### src/rtl/cache_block_serializer.sv
// Splits one cache-block Wishbone request into BEATS consecutive memory-bus beats.
// Define SKIP_EMPTY_BEAT_EN to drop write beats whose byte-enable slice is all zero.
module cache_block_serializer #(
    parameter int BLOCK_SIZE = 128,
    parameter int DATA_SIZE  = 32,
    parameter int ADDR_SIZE  = 32
) (
    input  logic                    clock,
    input  logic                    reset,
    input  logic                    s_cyc,
    input  logic                    s_stb,
    input  logic                    s_we,
    input  logic [ADDR_SIZE-1:0]    s_addr,
    input  logic [BLOCK_SIZE-1:0]   s_dat_i,
    input  logic [BLOCK_SIZE/8-1:0] s_sel,
    output logic [BLOCK_SIZE-1:0]   s_dat_o,
    output logic                    s_ack,
    output logic                    m_cyc,
    output logic                    m_stb,
    output logic                    m_we,
    output logic [ADDR_SIZE-1:0]    m_addr,
    output logic [DATA_SIZE/8-1:0]  m_sel,
    output logic [DATA_SIZE-1:0]    m_dat_o,
    input  logic [DATA_SIZE-1:0]    m_dat_i,
    input  logic                    m_ack
);

    localparam int BEATS      = BLOCK_SIZE / DATA_SIZE;
    localparam int BEAT_BYTES = DATA_SIZE / 8;
    localparam int SEL_W      = BLOCK_SIZE / 8;
    localparam int CNT_W      = $clog2(BEATS);
    localparam logic [ADDR_SIZE-1:0] OFF_MASK = ADDR_SIZE'(SEL_W - 1);

    typedef enum logic [1:0] {
        IDLE,
        BEAT,
        DONE
    } state_e;

    state_e                  state_q, state_d;
    logic [CNT_W-1:0]        cnt_q, cnt_d;
    logic [BLOCK_SIZE-1:0]   rbuf_q;
    logic [ADDR_SIZE-1:0]    base_q;
    logic                    we_q;
    logic [BLOCK_SIZE-1:0]   data_q;
    logic [SEL_W-1:0]        sel_q;
    logic                    capture;
    logic                    rd_store;

`ifdef SKIP_EMPTY_BEAT_EN
    logic [CNT_W:0]          nb;

    // Lowest beat index >= start with a non-empty sel slice; MSB flags a hit.
    function automatic logic [CNT_W:0] next_beat(input logic [SEL_W-1:0] sel, input int start);
        logic [CNT_W:0] r;
        r = '0;
        for (int i = BEATS - 1; i >= 0; i--) begin
            if (i >= start && (|sel[i*BEAT_BYTES +: BEAT_BYTES])) begin
                r = {1'b1, CNT_W'(i)};
            end
        end
        return r;
    endfunction
`endif

    always_comb begin
        state_d  = state_q;
        cnt_d    = cnt_q;
        capture  = 1'b0;
        rd_store = 1'b0;
        s_ack    = 1'b0;
        m_cyc    = 1'b0;
        m_stb    = 1'b0;
        m_we     = 1'b0;
        m_addr   = '0;
        m_sel    = '0;
        m_dat_o  = '0;
`ifdef SKIP_EMPTY_BEAT_EN
        nb       = '0;
`endif
        case (state_q)
            IDLE: begin
                if (s_cyc && s_stb) begin
                    capture = 1'b1;
                    cnt_d   = '0;
                    state_d = BEAT;
`ifdef SKIP_EMPTY_BEAT_EN
                    if (s_we) begin
                        nb = next_beat(s_sel, 0);
                        if (nb[CNT_W]) cnt_d = nb[CNT_W-1:0];
                        else           state_d = DONE;
                    end
`endif
                end
            end
            BEAT: begin
                m_cyc   = 1'b1;
                m_stb   = 1'b1;
                m_we    = we_q;
                m_addr  = base_q + ADDR_SIZE'(cnt_q) * ADDR_SIZE'(BEAT_BYTES);
                m_dat_o = data_q[cnt_q*DATA_SIZE +: DATA_SIZE];
                m_sel   = we_q ? sel_q[cnt_q*BEAT_BYTES +: BEAT_BYTES] : '1;
                if (m_ack) begin
                    rd_store = !we_q;
                    if (cnt_q == CNT_W'(BEATS - 1)) state_d = DONE;
                    else                            cnt_d   = cnt_q + 1'b1;
`ifdef SKIP_EMPTY_BEAT_EN
                    if (we_q) begin
                        nb = next_beat(sel_q, int'(cnt_q) + 1);
                        if (nb[CNT_W]) cnt_d = nb[CNT_W-1:0];
                        else           state_d = DONE;
                    end
`endif
                end
            end
            DONE: begin
                s_ack   = 1'b1;
                state_d = IDLE;
            end
            default: state_d = IDLE;
        endcase
    end

    always_ff @(posedge clock or negedge reset) begin
        if (!reset) begin
            state_q <= IDLE;
            cnt_q   <= '0;
            rbuf_q  <= '0;
        end else begin
            state_q <= state_d;
            cnt_q   <= cnt_d;
            if (rd_store) rbuf_q[cnt_q*DATA_SIZE +: DATA_SIZE] <= m_dat_i;
        end
    end

    // Request payload is only observed while in BEAT, so it needs no reset.
    always_ff @(posedge clock) begin
        if (capture) begin
            base_q <= s_addr & ~OFF_MASK;
            we_q   <= s_we;
            data_q <= s_dat_i;
            sel_q  <= s_sel;
        end
    end

    assign s_dat_o = rbuf_q;

endmodule

### config.mk
export PLATFORM = sky130hd
export DESIGN_NAME = cache_block_serializer
export DESIGN_NICKNAME = d
export VERILOG_FILES = /design/src/rtl/cache_block_serializer.sv
export SDC_FILE = /design/constraint.sdc
export NUM_CORES = 1
export LEC_CHECK = 0
export BUFFER_PORTS_ARGS = -buffer_cell sky130_fd_sc_hd__buf_2
export CORE_MARGIN = 4
export CORE_UTILIZATION = 55
export DETAILED_ROUTE_END_ITERATION = 7
export GPL_TIMING_DRIVEN = 0
export PLACE_DENSITY = 0.9
export SLEW_MARGIN = 20
export SYNTH_ARGS = -nofsm -noshare
export SYNTH_HDL_FRONTEND = slang
export SYNTH_SLANG_ARGS = --single-unit
### constraint.sdc
create_clock -name clock -period 5.91 [get_ports clock]
set_clock_uncertainty 0.2 [all_clocks]
set_input_delay 0 -clock clock [delete_from_list [all_inputs] [get_ports clock]]
set_output_delay 0 -clock clock [all_outputs]
set_load 0.02 [all_outputs]
==> impl_metrics.ini, run 1 <==
[yosys]
yosysSeqAreaShare_pct = 67.7
synth_area_leader_cell = edfxtp_1
ys_seq_elements = 305
netlist_instances = 900
syn_area_per_cell_sq_um = 14.0
synth_area_leaders = edfxtp_1 41%, dfrtp_1 26%, mux4_2 4.8%
syn_area_sq_mm = 0.0126
synth_top_area_share_pct = 41.4
yosysWarnings = 0
synth_cell_types = 40

[run_status]
stop_stage = clock tree synthesis (4_1_cts)
error_line = [ERROR RSZ-0060] Max buffer count reached.
status = did not finish

[floorplanning]
dieWidth_microns = 159
placementRows = 55
io_pins = 414
initial_core_util_pct = 55.6
die_y_microns = 159

[clock_network]
cts_root_buf = clkbuf_16
cts_resized = 0
holdBufCountCts = 333
cts_sinks = 305
clock_path_buffers = 3
cts_max_level = 1
cts-buffers-inserted = 31
cts_setup_buffers = 0

[placed_design]
dpl.hpwl_mm = 26.7
gp_congestion = 0.938
place.port_buffers = 407
-- Yosys cell counts --
master      n
nor3b_4     1
clkbuf_2    1
dfrtp_1   132
nand2_1    30
and2_1     62
buf_6      18
nor2_1      5
and3b_1     1
buf_4       7
or3b_2      1
a22o_1      1
nand2b_1    4
nand4_1    92
mux2_1      2
and4bb_4    1
mux4_2     27
nor2b_1     7
mux2i_1     4
buf_2      23
o21ai_0    95
o21ai_1    31
edfxtp_1  173
a21oi_1     1
clkbuf_1   21
ha_1        5
conb_1      1
and2_2      2
nand3b_1    2
a211oi_1    4
mux2_2      3
nor4b_4     1
nand4b_4    1
or2_4       1
a311oi_1    5
nor3b_2     1
buf_12      1
o21ai_2    30
inv_1      96
mux4_1      5
and4bb_2    2
-- cell families after synthesis --
logic type | count (synthesis) | share of synthesized area, %
muxes | 41 | 6.66
and+or+nand+nor | 214 | 10.7
buffers and inverters | 167 | 6.65
other | 1 | 0.0299
adders and majority gates | 5 | 0.498
DFF | 305 | 67.7
AOI/OAI and AO/OA | 167 | 7.81
-- stage by stage --
step	setup slack [ns]	hold WS [ns]	instance area (sq um)	std cells	utilization (%)
floorplan	2.04	-0.496	12600	901	-
global placement	1.34	-0.0237	15000	1593	66.2
detailed placement	2.98	-0.294	15100	1597	66.7
==> inputs of run 2 (changes only) <==
Settings changed: CORE_UTILIZATION 55 to 40, PLACE_DENSITY 0.9 to default, PLACE_DENSITY_LB_ADDON from default to 0.15.
==> run 2 against run 1 <==
The flow now finishes without violations. Synthesized area did not move. Synthesized cell count unchanged.
==> impl_metrics.ini, run 2 <==
[run_status]
status = finished clean

[global_route]
antenna_found_initial = 4
grt_max_degree = 95
grt_pass1_vias = 10700
grtUsageTotal_pct = 23.0
grt_pass1_wl_mm = 60.7
gr-total-overflow = 0

[placed_design]
gp_congestion = 0.810
dpl.hpwl_mm = 26.5
place.port_buffers = 407
pre_cts_ws_ns = 2.90
place_inst = 1708

[timing]
drv_slew = 0
fmax_ghz = 0.327
slew_headroom_pct = 47.4
finalHoldViolations = 0
fin_setup_tns_ns = 0
finalCritPeriodShare_pct = 51.7
worst_pin_slew_ns = 0.789
fin_crit_ns = 3.05
rsz0062_at_grt = no
setup_viol = 0
worst_slack_ns = 2.86
worst_hold_slack_ns = 0.0171

[worst_setup_path]
worstPathCellList = buf_2 > buf_2 > inv_1 > ha_1 > and3b_1 > clkbuf_1 > buf_2 > nand4_1 > o21ai_0
crit_fanout = 10
cp_slowest_stage_delay_ns = 0.47
rr_worst_depth = 9
startpoint_type = register
crit_slowest_cell = dfrtp_1
criticalPathCategory = reg -> reg
crit_top_cell = buf_2
cp.required_ns = 6.11
arrival_ns = 3.26
cp-end-kind = register

[cells_and_area]
area_delta_synth_final_pct = 52.0
drive_above_1_share_pct = 35.3
fin_cells = 2045
nets = 1839
mostFrequentLayoutCell = buf_2
final_cell_mix = 429 x buf_2, 271 x dlygate4sd3_1, 173 x edfxtp_1

[routing]
drt_pass1_iterations = 5
vias = 10200
ant_nets = 0
post-route-drc-count = 0
viasPerCell = 4.97
finalWirelength_mm = 40.7
wl_per_cell_microns = 19.9
drt-initial-drc-count = 561

[yosys]
syn_area_per_cell_sq_um = 14.0
synth_commonest_cells = 173 x edfxtp_1, 132 x dfrtp_1, 96 x inv_1
yosysSeqAreaShare_pct = 67.7
synth_area_leaders = edfxtp_1 41%, dfrtp_1 26%, mux4_2 4.8%
async_reset_ff_share_pct = 43.3
ys_seq_elements = 305
synth_top_area_share_pct = 41.4
netlist_instances = 900
yosysWarnings = 0
synth_ff_type = edfxtp_1
synth_area_leader_cell = edfxtp_1
synthMostInstantiatedCell = edfxtp_1
syn_area_sq_mm = 0.0126
synth-edff-count = 173
synth_cell_types = 40

[clock_network]
clock_path_buffers = 3
clk_latency_ns = 0.50
clk_pin_slew_ns = 0.06
cts_root_buf = clkbuf_16
cts-buffers-inserted = 34
cts_sinks = 305
cts_resized = 0
cts_setup_buffers = 0
tritoncts = yes
cts_max_level = 2
holdBufCountCts = 272

[power_and_ir_drop]
power_leakage_nw = 8.30
vdd_drop_max_v = 0.000297
powerDensity_mw_per_mm2 = 461
total_power_w = 0.00881

[min_path]
hold_depth = 2
worstHoldPathType = in -> reg

[flow_run]
drv_cap = 0

[floorplanning]
dieWidth_microns = 185
dieArea_sq_mm = 0.0343
initial_core_util_pct = 40.8
io_pins = 414
placementRows = 64
die_y_microns = 185
fp.coreArea_sq_mm = 0.0307
run 2: cell counts after synthesis:
Identical to the previous run, type by type.
run 2: path summary, 6_finish.rpt:
check,from,to,slack [ns]
setup reg to reg,cnt_q[1]$_DFFE_PN0P_,s_dat_o[61]$_DFFE_PN0P_,2.86
min in group asynchronous,reset,s_dat_o[84]$_DFFE_PN0P_,0.40
max in group asynchronous,reset,s_dat_o[73]$_DFFE_PN0P_,4.64
hold reg to reg,s_dat_o[64]$_DFFE_PN0P_,s_dat_o[64]$_DFFE_PN0P_,0.28
hold / removal,s_dat_i[37],data_q[37]$_DFFE_PP_,0.02
setup / recovery,cnt_q[1]$_DFFE_PN0P_,s_dat_o[61]$_DFFE_PN0P_,2.86
run 2: per-layer routing:
metal | global-route usage [%] | routed length [microns] | up-vias
li1 | - | - | 4701
met1 | 28.2 | 15800 | 4911
met2 | 39.3 | 20100 | 461
met3 | 6.01 | 3390 | 87
met4 | 8.60 | 1430 | 0
met5 | 0 | 0 | -
run 2: cells by family after synthesis:
family	share of synthesized area (%)
buffers and inverters	6.65
adder cells (fa/ha/maj)	0.498
multiplexers	6.66
AND/OR/NAND/NOR	10.7
AO/OA/AOI/OAI	7.81
flip-flops	67.7
other	0.0299
run 2: cell type report:
| cell class | instances | area [sq um] |
|---|---|---|
| Fill cell | 2405 | 11700 |
| Sequential cell | 305 | 8500 |
| Timing Repair Buffer | 683 | 4870 |
| Multi-Input combinational cell | 429 | 3230 |
| Clock buffer | 52 | 1030 |
| Tap cell | 396 | 495 |
| Buffer | 71 | 474 |
| Inverter | 96 | 360 |
| Clock inverter | 8 | 111 |
| Antenna cell | 5 | 12.5 |
run 2: critical path, delay by kind of cell (launching register included):
family | cells | cell delay [ns]
buffers and inverters | 5 | 1.42
flip-flops | 1 | 0.47
adder cells (fa/ha/maj) | 1 | 0.44
AO/OA/AOI/OAI | 1 | 0.11
AND/OR/NAND/NOR | 2 | 0.30
run 2: power by group:
| group | switching, W | internal (W) | total (W) |
|---|---|---|---|
| registers | 0.000261 | 0.00277 | 0.00303 |
| clock network | 0.000827 | 0.00133 | 0.00216 |
| logic | 0.00227 | 0.00135 | 0.00362 |
run 2: metrics by stage:
stage,util (%),instance area (sq um)
2_1_floorplan,-,12600
3_3_place_gp,49.1,15100
3_5_place_dp,49.4,15200
4_1_cts,62.0,19100
5_1_grt,62.1,19100
6_report,62.1,19100
(Power assumes the default switching activity.)
